## src/rtl/spi_master_ad9634_mc.sv

```systemverilog
// rtl/spi_master_ad9634_mc.sv - SPI master for AD9634-class ADC register access
// Mode 0 frame: 16-bit instruction then DATA_W data bits, with SDIO turnaround on reads.
module spi_master_ad9634_mc #(
   parameter int CLK_DIV  = 4,
   parameter int DATA_W   = 8,
   parameter int NUM_CS   = 2,
   parameter int CS_SETUP = 2,
   parameter int CS_HOLD  = 2,
   parameter int CS_IDLE  = 4
) (
   input  logic                    clk,
   input  logic                    rst_n,
   input  logic                    cmd_valid,
   output logic                    cmd_ready,
   input  logic                    cmd_rw,
   input  logic [12:0]             cmd_addr,
   input  logic [DATA_W-1:0]       cmd_wdata,
   input  logic [$clog2(NUM_CS):0] cmd_cs_sel,
   output logic                    rsp_valid,
   output logic [DATA_W-1:0]       rsp_rdata,
   output logic                    rsp_err,
   output logic                    busy,
   output logic                    spi_sclk,
   output logic                    spi_mosi,
   output logic                    spi_mosi_oe,
   input  logic                    spi_miso,
   output logic [NUM_CS-1:0]       spi_cs_n
);
   localparam int N  = 16 + DATA_W;
   localparam int SW = $clog2(NUM_CS) + 1;

   typedef enum logic [2:0] {IDLE, SETUP, SHIFT, HOLD, GAP} state_t;

   state_t            state;
   logic [N-1:0]      tx;
   logic [DATA_W-1:0] rx;
   logic              rw;
   logic [15:0]       cnt;
   logic [15:0]       div_cnt;
   logic [5:0]        bit_cnt;

   always_ff @(posedge clk or negedge rst_n) begin
      if (!rst_n) begin
         state       <= IDLE;
         tx          <= '0;
         rx          <= '0;
         rw          <= 1'b0;
         cnt         <= '0;
         div_cnt     <= '0;
         bit_cnt     <= '0;
         cmd_ready   <= 1'b1;
         busy        <= 1'b0;
         rsp_valid   <= 1'b0;
         rsp_rdata   <= '0;
         rsp_err     <= 1'b0;
         spi_sclk    <= 1'b0;
         spi_mosi    <= 1'b0;
         spi_mosi_oe <= 1'b0;
         spi_cs_n    <= '1;
      end else begin
         rsp_valid <= 1'b0;
         case (state)
            IDLE: if (cmd_valid) begin
               cmd_ready <= 1'b0;
               busy      <= 1'b1;
               rw        <= cmd_rw;
               tx        <= {cmd_rw, 2'b00, cmd_addr, cmd_wdata & {DATA_W{!cmd_rw}}};
               rx        <= '0;
               if (cmd_cs_sel >= SW'(NUM_CS)) begin
                  rsp_valid <= 1'b1;
                  rsp_err   <= 1'b1;
                  rsp_rdata <= '0;
                  state     <= GAP;
                  cnt       <= 16'(CS_IDLE - 1);
               end else begin
                  spi_cs_n    <= ~(NUM_CS'(1) << cmd_cs_sel);
                  spi_mosi    <= cmd_rw;
                  spi_mosi_oe <= 1'b1;
                  state       <= SETUP;
                  cnt         <= 16'(CS_SETUP - 1);
               end
            end
            SETUP: if (cnt == 16'd0) begin
               state    <= SHIFT;
               spi_sclk <= 1'b1;
               rx       <= {rx[DATA_W-2:0], spi_miso};
               div_cnt  <= 16'(CLK_DIV - 1);
               bit_cnt  <= '0;
            end else begin
               cnt <= cnt - 16'd1;
            end
            SHIFT: if (div_cnt != 16'd0) begin
               div_cnt <= div_cnt - 16'd1;
            end else if (spi_sclk) begin
               spi_sclk <= 1'b0;
               div_cnt  <= 16'(CLK_DIV - 1);
               tx       <= tx << 1;
               // Reads release SDIO once the last instruction bit has been clocked.
               if (rw && bit_cnt >= 6'd15) begin
                  spi_mosi    <= 1'b0;
                  spi_mosi_oe <= 1'b0;
               end else begin
                  spi_mosi <= tx[N-2];
               end
            end else if (bit_cnt == 6'(N - 1)) begin
               state <= HOLD;
               cnt   <= 16'(CS_HOLD - 1);
            end else begin
               spi_sclk <= 1'b1;
               div_cnt  <= 16'(CLK_DIV - 1);
               bit_cnt  <= bit_cnt + 6'd1;
               rx       <= {rx[DATA_W-2:0], spi_miso};
            end
            HOLD: if (cnt == 16'd0) begin
               spi_cs_n    <= '1;
               spi_mosi    <= 1'b0;
               spi_mosi_oe <= 1'b0;
               rsp_valid   <= 1'b1;
               rsp_err     <= 1'b0;
               rsp_rdata   <= rw ? rx : '0;
               state       <= GAP;
               cnt         <= 16'(CS_IDLE - 1);
            end else begin
               cnt <= cnt - 16'd1;
            end
            GAP: if (cnt == 16'd0) begin
               state     <= IDLE;
               cmd_ready <= 1'b1;
               busy      <= 1'b0;
            end else begin
               cnt <= cnt - 16'd1;
            end
            default: state <= IDLE;
         endcase
      end
   end
endmodule

```

## config.mk

```make
export PLATFORM = sky130hd
export DESIGN_NAME = spi_master_ad9634_mc
export DESIGN_NICKNAME = d
export VERILOG_FILES = /design/src/rtl/spi_master_ad9634_mc.sv
export SDC_FILE = /design/constraint.sdc
export NUM_CORES = 1
export LEC_CHECK = 0
export ABC_CLOCK_PERIOD_IN_PS = 2500
export BUFFER_PORTS_ARGS = -buffer_cell sky130_fd_sc_hd__buf_4
export CAP_MARGIN = 10
export CORE_ASPECT_RATIO = 0.9
export CORE_MARGIN = 1
export CORE_UTILIZATION = 57
export CTS_BUF_LIST = sky130_fd_sc_hd__clkbuf_8 sky130_fd_sc_hd__clkbuf_16
export DETAILED_ROUTE_END_ITERATION = 10
export HOLD_SLACK_MARGIN = 0.15
export PLACE_DENSITY_LB_ADDON = 0.1
export SYNTH_ARGS = -nofsm -noshare
export SYNTH_HDL_FRONTEND = slang
export SYNTH_SLANG_ARGS = --single-unit
```

## constraint.sdc

```tcl
create_clock -name clk -period 2.5 [get_ports clk]
set_input_delay 0.625 -clock clk [delete_from_list [all_inputs] [get_ports clk]]
set_output_delay 0.625 -clock clk [all_outputs]
set_load 0.05 [all_outputs]
```

==> flow_metrics.env, run 1 <==
export IMPL_dp_cells=644
export IMPL_maxSlewHeadroom=0.557
export IMPL_max_freq_mhz=442
export IMPL_core_area_mm2=0.00773
export IMPL_drive_above_1_share=0.202
export IMPL_swShare=0.412
export IMPL_p_int_mw=3.72
export IMPL_totalWireLength_um=9740
export IMPL_hold_worst_slack_ns=0.237
export IMPL_vias_per_cell=5.80
export IMPL_drc=0
export IMPL_cts_root_buffer_cell="clkbuf_8"
export IMPL_start_kind="flop"
export IMPL_yosys_area_share_simple=0.207
export IMPL_finalSetupViolations=0
export IMPL_drt_iter0_markers=226
export IMPL_worstSetupEndpointType="flop"
export IMPL_clk_insertion_delay_late_ns=0.36
export IMPL_crit_path_max_incr_delay_ns=0.57
export IMPL_fin_ws_ns=0.237
export IMPL_worst_setup_path_type="flop to flop"
export IMPL_firstDrtPassIters=4
export IMPL_power_switching_mw=2.60
export IMPL_wl_met2_um=4460
export IMPL_layout_worst_path_cycle_share=0.905
export IMPL_antenna_found_initial=0
export IMPL_slew_violations=0
export IMPL_port_buffers=44
export IMPL_p_per_area_mw_per_mm2=1160
export IMPL_die_h_um=88.0
export IMPL_layout_min_cycle_time_ns=2.26
export IMPL_synth_seq_cells=90
export IMPL_place_hpwl_um=6800
export IMPL_rsz0062_at_grt="false"
export IMPL_cp_arrival_ns=2.55
export IMPL_synth_top_family_by_area="simple AND/OR/NAND/NOR gates"
export IMPL_synthAdderAreaFrac=0.0107
export IMPL_yosys_area_share_xor_xnor=0.0243
export IMPL_n_antenna_cell=0
export IMPL_p_seq_frac=0.367
export IMPL_tns_ns=0
export IMPL_synth_compound_area_frac=0.178
export IMPL_syn2layout_area_growth_pct=16.6
export IMPL_io_pins=45
export IMPL_clock_sinks=90
export IMPL_stdcell_count=660
export IMPL_clk_pin_slew_ns=0.09
export IMPL_cp_top_family="simple AND/OR/NAND/NOR gates"
export IMPL_critPathBufInv=0
export IMPL_syn_inst=508
export IMPL_ys_types=61
export IMPL_path_cells="or4b_4 -> nor2_4 -> a41oi_4 -> and2_4 -> or4b_1 -> a31oi_1"
export IMPL_highest_layer="met4"
export IMPL_cts_tree="yes"
export IMPL_die_w_um=97.5
export IMPL_start_util=0.605
export IMPL_grt_pass1_wl_um=17200
export IMPL_grt_usage=0.251
export IMPL_avgSynthCellArea_um2=9.21
export IMPL_hold_path_class="input port to asynchronous set/reset pin"
export IMPL_gp_congestion=0.830
export IMPL_yosys_mux_area_fraction=0.0545
export IMPL_outcome="finished, final reports clean"
export IMPL_die_area_mm2=0.00858
export IMPL_post_cts_setup_buffers=0
export IMPL_synth_warnings=0
export IMPL_wl_met3_um=493
export IMPL_wl_per_cell_um=14.8
export IMPL_peakVddDrop_v=0.000603
export IMPL_maxCapViolCount=0
export IMPL_finClkSkew_ns=0.0121
export IMPL_worstPathRequired_ns=2.79
export IMPL_pre_cts_ws_ns=0.105
export IMPL_hold_violations=0
export IMPL_worst_slew_pin_slew_ns=0.662
export IMPL_cp_max_fo=8
export IMPL_wl_met1_um=4670
export IMPL_syn_nets=540
export IMPL_async_reset_ff_frac=1.00
export IMPL_grt_max_degree=45
export IMPL_drtAntennaViolNets=0
export IMPL_synthesis_area_mm2=0.00468
export IMPL_nFillCells=625
export IMPL_vias=3827
export IMPL_cts_buffer_depth=2
export IMPL_cp_slowest_cell="or4b_4"
export IMPL_synth_yosys_seq_area_share=0.482
export IMPL_row_count=30
export IMPL_p_comb_frac=0.442
export IMPL_ys_flop_type="dfrtp_1"
export IMPL_leakage_nw=2.41
export IMPL_synth_edff_count=0
export IMPL_nets=591
export IMPL_p_total_mw=6.32
export IMPL_clockPowerShare=0.191
export IMPL_numCtsBuffers=9
export IMPL_grt_pass1_vias=3630
export IMPL_htreeDepth=3
export IMPL_overflow=0
-- synthesized netlist by cell type (3+ instances only) --
cell type | instances | area, µm²
mux2i_1 | 21 | 210
clkbuf_1 | 21 | 78.8
a31oi_1 | 13 | 81.3
mux2_2 | 4 | 45.0
or4_1 | 3 | 22.5
a211oi_1 | 5 | 37.5
xnor2_1 | 13 | 114
o21ai_0 | 53 | 265
a21oi_1 | 33 | 165
dfrtp_1 | 87 | 2180
a32o_1 | 3 | 30.0
nand2b_1 | 4 | 25.0
nand4_1 | 4 | 25.0
inv_1 | 18 | 67.6
nor2_1 | 37 | 139
dfstp_2 | 3 | 78.8
and3_1 | 3 | 18.8
nand2_1 | 82 | 308
o21a_1 | 4 | 30.0
ha_1 | 4 | 50.1
nor3b_1 | 9 | 67.6
buf_2 | 6 | 30.0
nor4_1 | 6 | 37.5
o31ai_1 | 5 | 37.5
nor3_1 | 12 | 60.1
nand3_1 | 10 | 50.1
-- area by class of cell --
type                            instances  area [µm²]  area share
Clock buffer                           10         138      0.0252
Clock inverter                          6         113      0.0206
Inverter                               18        67.6      0.0124
Multi-Input combinational cell        369        2230       0.408
Sequential cell                        90        2260       0.414
Tap cell                               96         120      0.0220
Timing Repair Buffer                   71         533      0.0977
-- what timing repair did --
item | CTS | global route
gates resized for setup | 0 | 3
hold buffers | 0 | 0
setup endpoints to repair | 0 | 14
-- path summary, 6_finish.rpt --
check | slack (ns) | depth (start not counted) | from | to
max | 0.24 | 6 | bit_cnt[3] | cnt[15]
min | 0.24 | 1 | rst_n | div_cnt[7]
max reg2reg | 0.24 | 6 | bit_cnt[3] | cnt[15]
min reg2reg | 0.49 | 2 | rsp_rdata[7] | rsp_rdata[7]
max in group asynchronous | 1.52 | 2 | rst_n | cnt[7]
min in group clk | 0.49 | 2 | rsp_rdata[7] | rsp_rdata[7]
-- flip-flops by register name (all words and copies together), names as in the netlist --
register / flops
bit_cnt: 6
busy: 1
cmd_ready: 1
cnt: 16
div_cnt: 16
rsp_err: 1
rsp_rdata: 8
rsp_valid: 1
rw: 1
rx: 8
spi_cs_n: 2
spi_mosi: 1
spi_mosi_oe: 1
spi_sclk: 1
state: 3
tx: 23
-- routing by layer --
metal,global-route usage,vias to the layer above
li1,-,1894
met1,0.348,1832
met2,0.398,90
met3,0.0519,11
met4,0.0869,0
met5,0,-
-- through the flow --
step | utilization | instance area, µm²
4_1_cts | 0.704 | 5450
6_report | 0.706 | 5460
2_1_floorplan | - | 4680
3_5_place_dp | 0.672 | 5200
3_3_place_gp | 0.672 | 5200
5_1_grt | 0.706 | 5460
-- cell families after synthesis --
family | after synthesis
DFF | 90
xor gates and xnor gates | 13
adders and majority gates | 4
buffers and inverters | 49
and+or+nand+nor | 195
AOI/OAI and AO/OA | 132
muxes | 25
-- power groups by stage --
| stage | sequential (mW) | clock, mW | combinational (mW) |
|---|---|---|---|
| after global placement | 2.31 | 0 | 2.70 |
| after floorplan | 2.42 | 0 | 1.87 |
| after detailed placement | 2.33 | 0 | 2.77 |
| final | 2.32 | 1.21 | 2.79 |
| after global routing | 2.39 | 1.29 | 3.11 |
| after CTS | 2.31 | 1.24 | 2.78 |
-- cell usage in the layout, fill, tap and decap left out, types with 12 or more instances in the layout --
master	Yosys	layout
a21oi_1	33	33
a31oi_1	13	13
buf_4	0	71
dfrtp_1	87	87
inv_1	18	18
mux2i_1	21	21
nand2_1	82	82
nor2_1	37	36
nor3_1	12	12
o21ai_0	53	53
xnor2_1	13	13
(Power assumes the default switching activity.)
==> inputs of run 2 (changes only) <==
--- a/config.mk
+++ b/config.mk
@@ -12,3 +12,3 @@
 export CORE_MARGIN = 1
-export CORE_UTILIZATION = 57
+export CORE_UTILIZATION = 30
 export CTS_BUF_LIST = sky130_fd_sc_hd__clkbuf_8 sky130_fd_sc_hd__clkbuf_16
==> constraint.sdc (replaced) <==
create_clock -name clk -period 2.5 [get_ports clk]
set_input_delay 0.25 -clock clk [delete_from_list [all_inputs] [get_ports clk]]
set_output_delay 0.25 -clock clk [all_outputs]
set_load 0.05 [all_outputs]
==> run 2 against run 1 <==
Non-clock buffer count rose by 2. Hold slack got worse by 0.069 ns. Global-route usage fell by 9.9 points. Largest power group unchanged. Register-to-register slack got worse by 0.05 ns. Sequential share of layout area fell by 1.4 points.
==> flow_metrics.env, run 2 (synthesis gave the netlist of run 1 again) <==
export IMPL_top_register="tx"
export IMPL_totalWireLength_um=11100
export IMPL_layout_min_cycle_time_ns=2.32
export IMPL_drt_iter0_markers=209
export IMPL_critPathBufInv=0
export IMPL_hold_violations=0
export IMPL_cts_tree="yes"
export IMPL_pre_cts_ws_ns=0.0678
export IMPL_die_area_mm2=0.0161
export IMPL_p_per_area_mw_per_mm2=1150
export IMPL_wl_per_cell_um=14.6
export IMPL_rsz0062_at_grt="false"
export IMPL_multi_input_area_mm2=0.00223
export IMPL_cp_slowest_cell="or4b_4"
export IMPL_post_cts_setup_buffers=0
export IMPL_worst_slew_pin_slew_ns=0.688
export IMPL_layout_worst_path_cycle_share=0.927
export IMPL_clock_sinks=90
export IMPL_numCtsBuffers=9
export IMPL_drive_above_1_share=0.196
export IMPL_cp_arrival_ns=2.59
export IMPL_tns_ns=0
export IMPL_nFillCells=1508
export IMPL_cts_root_buffer_cell="clkbuf_16"
export IMPL_drc=0
export IMPL_p_total_mw=6.47
export IMPL_finalSetupViolations=0
export IMPL_grt_pass1_vias=3757
export IMPL_maxCapViolCount=0
export IMPL_vias_per_cell=4.94
export IMPL_cp_max_fo=9
export IMPL_fin_util=0.377
export IMPL_largest_register_ffs=23
export IMPL_slew_violations=0
export IMPL_crit_path_max_incr_delay_ns=0.58
export IMPL_port_buffers=44
export IMPL_core_area_mm2=0.0150
export IMPL_worstPathRequired_ns=2.77
export IMPL_worstSetupEndpointType="flop"
export IMPL_syn2layout_area_growth_pct=20.6
export IMPL_final_common_cell="dfrtp_1"
export IMPL_htreeDepth=3
export IMPL_overflow=0
export IMPL_vias=3766
export IMPL_cts_buffer_depth=2
export IMPL_io_pins=45
export IMPL_outcome="finished, final reports clean"
export IMPL_gp_congestion=0.740
export IMPL_worst_setup_path_type="flop to flop"
export IMPL_antenna_found_initial=0
export IMPL_drtAntennaViolNets=0
export IMPL_n_antenna_cell=0
export IMPL_grt_usage=0.153
export IMPL_grt_pass1_wl_um=19200
export IMPL_path_cells="or4b_4 -> nor2_4 -> a41oi_4 -> and2_4 -> or4b_1 -> a31oi_1"
export IMPL_register_area_mm2=0.00226
export IMPL_top_regs="tx x23, cnt x16, div_cnt x16"
export IMPL_start_util=0.312
export IMPL_most_common_layout_cells="87 x dfrtp_1, 82 x nand2_1, 71 x buf_4"
export IMPL_die_w_um=134
export IMPL_nets=593
export IMPL_cp_top_family="simple AND/OR/NAND/NOR gates"
export IMPL_clk_insertion_delay_late_ns=0.35
export IMPL_finClkSkew_ns=0.0133
export IMPL_max_freq_mhz=431
export IMPL_start_kind="flop"
export IMPL_place_hpwl_um=7790
export IMPL_firstDrtPassIters=6
export IMPL_clk_pin_slew_ns=0.06
export IMPL_fin_ws_ns=0.182
export IMPL_peakVddDrop_v=0.000455
export IMPL_maxSlewHeadroom=0.539
export IMPL_leakage_nw=2.44
export IMPL_hold_path_class="input port to flop"
export IMPL_row_count=42
export IMPL_grt_max_degree=52
export IMPL_die_h_um=120
## run 2: area by class of cell
type,instances,area share
Tap cell,198,0.0439
Timing Repair Buffer,73,0.0997
Clock inverter,6,0.0104
Inverter,18,0.0120
Clock buffer,9,0.0399
Sequential cell,90,0.400
Multi-Input combinational cell,369,0.395
## run 2: metrics by stage
step,instance area [µm²],hold WS [ns],cells
2_1_floorplan,4680,-0.0456,508
3_3_place_gp,5340,0.283,747
3_5_place_dp,5340,0.293,747
4_1_cts,5640,0.156,763
5_1_grt,5650,0.178,763
6_report,5650,0.168,763
## run 2: per-layer routing
metal | wire length, µm | up-vias | share of wire | GRT usage
met4 | 233 | 0 | 0.021 | 0.0646
met5 | 0 | - | 0 | 0
li1 | - | 1909 | - | -
met1 | 5650 | 1762 | 0.51 | 0.215
met2 | 4620 | 80 | 0.42 | 0.216
met3 | 594 | 15 | 0.053 | 0.0440
## run 2: power by group
part           total (mW)  internal (mW)  switching (mW)  leakage (nW)
clock network        1.33          0.764           0.567         0.144
registers            2.30           1.92           0.379          1.17
logic                2.83           1.12            1.72          1.12
## run 2: final timing paths
kind / slack (ns) / endpoint / cells after the start / start
max in group asynchronous: 1.35 / spi_cs_n[0] / 3 / rst_n
worst max-delay path: 0.18 / cnt[15] / 6 / bit_cnt[5]
worst max register to register: 0.18 / cnt[15] / 6 / bit_cnt[5]
min in group asynchronous: 0.44 / bit_cnt[2] / 2 / rst_n
worst min-delay path: 0.17 / rx[0] / 3 / spi_miso
worst min register to register: 0.48 / rsp_rdata[0] / 2 / rsp_rdata[0]
## run 2: repair_timing
action,in CTS,in global routing
endpoints found under the hold margin,38,0
gates resized for setup,0,2
setup endpoints to repair,0,8
hold buffers,1,0
## run 2: tightest hold or removal path: stages
cell and delay (ns):
buf_4 0.11, nand2_1 0.05, mux2i_1 0.06
==> inputs of run 3 (changes only) <==
- PLACE_DENSITY: not set -> 0.51
- PLACE_DENSITY_LB_ADDON: 0.1 -> not set
==> run 3 against run 2 <==
Clock-buffer cell count grew 1. Final cell count shrank 0.26%. Global-route usage shrank 0.66 points. Register-to-register slack lost 0.05 ns. Die area is the same. Maximum frequency shrank 2.2%. Clock power grew 3%. Via count shrank 0.61%. Critical path depth is the same. Clock skew shrank 0.0085 ns. First-iteration DRC count grew 17%. Sequential share of layout area grew 0.089 points.
==> flow_metrics.env, run 3 (synthesis gave the netlist of run 1 again) <==
export IMPL_nets=590
export IMPL_n_antenna_cell=0
export IMPL_cp_max_fo=8
export IMPL_maxCapViolCount=0
export IMPL_core_area_mm2=0.0150
export IMPL_layout_worst_path_cycle_share=0.948
export IMPL_port_buffers=44
export IMPL_slew_violations=0
export IMPL_numCtsBuffers=9
export IMPL_die_w_um=134
export IMPL_die_area_mm2=0.0161
export IMPL_vias=3743
export IMPL_io_pins=45
export IMPL_htreeDepth=3
export IMPL_drt_iter0_markers=245
export IMPL_top_regs="tx x23, cnt x16, div_cnt x16"
export IMPL_clk_pin_slew_ns=0.07
export IMPL_grt_usage=0.146
export IMPL_outcome="finished, final reports clean"
export IMPL_nFillCells=1539
export IMPL_row_count=42
export IMPL_p_total_mw=6.48
export IMPL_p_per_area_mw_per_mm2=1150
export IMPL_vias_per_cell=4.92
export IMPL_syn2layout_area_growth_pct=20.4
export IMPL_layout_min_cycle_time_ns=2.37
export IMPL_cts_root_buffer_cell="clkbuf_16"
export IMPL_maxSlewHeadroom=0.530
export IMPL_grt_pass1_vias=3793
export IMPL_finalSetupViolations=0
export IMPL_reg2regPathDepth=6
export IMPL_final_common_cell="dfrtp_1"
export IMPL_gp_congestion=0.767
export IMPL_clk_insertion_delay_late_ns=0.35
export IMPL_hold_worst_slack_ns=0.184
export IMPL_cp_arrival_ns=2.59
export IMPL_finClkSkew_ns=0.00475
export IMPL_hold_violations=0
export IMPL_wl_per_cell_um=14.2
export IMPL_fin_util=0.376
export IMPL_grt_pass1_wl_um=18600
export IMPL_holdPathStages=3
export IMPL_rsz0062_at_grt="false"
export IMPL_cts_tree="yes"
export IMPL_most_common_layout_cells="87 x dfrtp_1, 82 x nand2_1, 67 x buf_4"
export IMPL_overflow=0
export IMPL_start_util=0.312
export IMPL_top_register="tx"
export IMPL_cts_buffer_depth=2
export IMPL_start_kind="flop"
export IMPL_drive_above_1_share=0.190
export IMPL_pre_cts_ws_ns=0.0812
export IMPL_totalWireLength_um=10800
export IMPL_place_hpwl_um=7490
export IMPL_largest_register_ffs=23
export IMPL_worst_setup_path_type="flop to flop"
export IMPL_max_freq_mhz=422
export IMPL_fin_ws_ns=0.129
export IMPL_hold_path_class="input port to flop"
export IMPL_worst_slew_pin_slew_ns=0.702
export IMPL_leakage_nw=2.43
export IMPL_die_h_um=120
export IMPL_antenna_found_initial=0
export IMPL_worstSetupEndpointType="flop"
export IMPL_grt_max_degree=47
export IMPL_clock_sinks=90
export IMPL_firstDrtPassIters=4
export IMPL_peakVddDrop_v=0.000468
export IMPL_drtAntennaViolNets=0
export IMPL_tns_ns=0
export IMPL_worstPathRequired_ns=2.72
export IMPL_drc=0
[run 3: changes by cell type in the layout (fill, tap and decap cells not counted)]
cell	change
clkbuf_8	+1
buf_4	-4
dlygate4sd3_1	+1
inv_6	-1
nor4_2	-1
clkinv_4	+1
nor4_1	+1
[run 3: routing by layer]
layer,wire [µm],GRT usage
met1,5460,0.198
met2,4630,0.218
met3,499,0.0390
met4,207,0.0632
met5,0,0
[run 3: per-stage QoR]
step | instances | instance area [µm²]
2_1_floorplan | 508 | 4680
3_3_place_gp | 743 | 5310
3_5_place_dp | 743 | 5310
4_1_cts | 761 | 5630
5_1_grt | 761 | 5630
6_report | 761 | 5630
[run 3: area by class of cell]
cell class | instances | area (µm²) | share of cell area
flip-flops and latches | 90 | 2260 | 0.400
multi-input cells | 369 | 2220 | 0.394
repair buffers | 70 | 543 | 0.0964
well taps | 198 | 248 | 0.0440
clock buffers | 10 | 239 | 0.0424
inverters | 18 | 67.6 | 0.0120
clock inverters | 6 | 58.8 | 0.0104
[run 3: critical path: stages, from the launching register on]
cell     delay (ns)
dfrtp_1        0.43
nor4_1         0.36
and4_1         0.33
and4_1         0.37
nand2_1        0.12
a311o_2        0.49
mux2i_1        0.15
[run 3: what timing repair did]
action                                  CTS  global route
setup buffers                             0             0
gates resized for setup                   0             1
hold buffers                              2             0
endpoints found under the setup margin    0             8
endpoints found under the hold margin    45             0
[run 3: path summary, 6_finish.rpt]
kind | start | endpoint | slack, ns
max | cnt[2] | rx[4] | 0.13
min | cmd_addr[7] | tx[15] | 0.18
max reg2reg | cnt[2] | rx[4] | 0.13
min reg2reg | tx[15] | tx[15] | 0.48
max in group asynchronous | rst_n | spi_cs_n[1] | 1.30
min in group asynchronous | rst_n | div_cnt[4] | 0.45
[run 3: power breakdown]
part	leakage, nW	internal [mW]	switching, mW
clock network	0.151	0.795	0.574
registers	1.17	1.92	0.391
logic	1.10	1.09	1.70
total	2.43	3.81	2.67
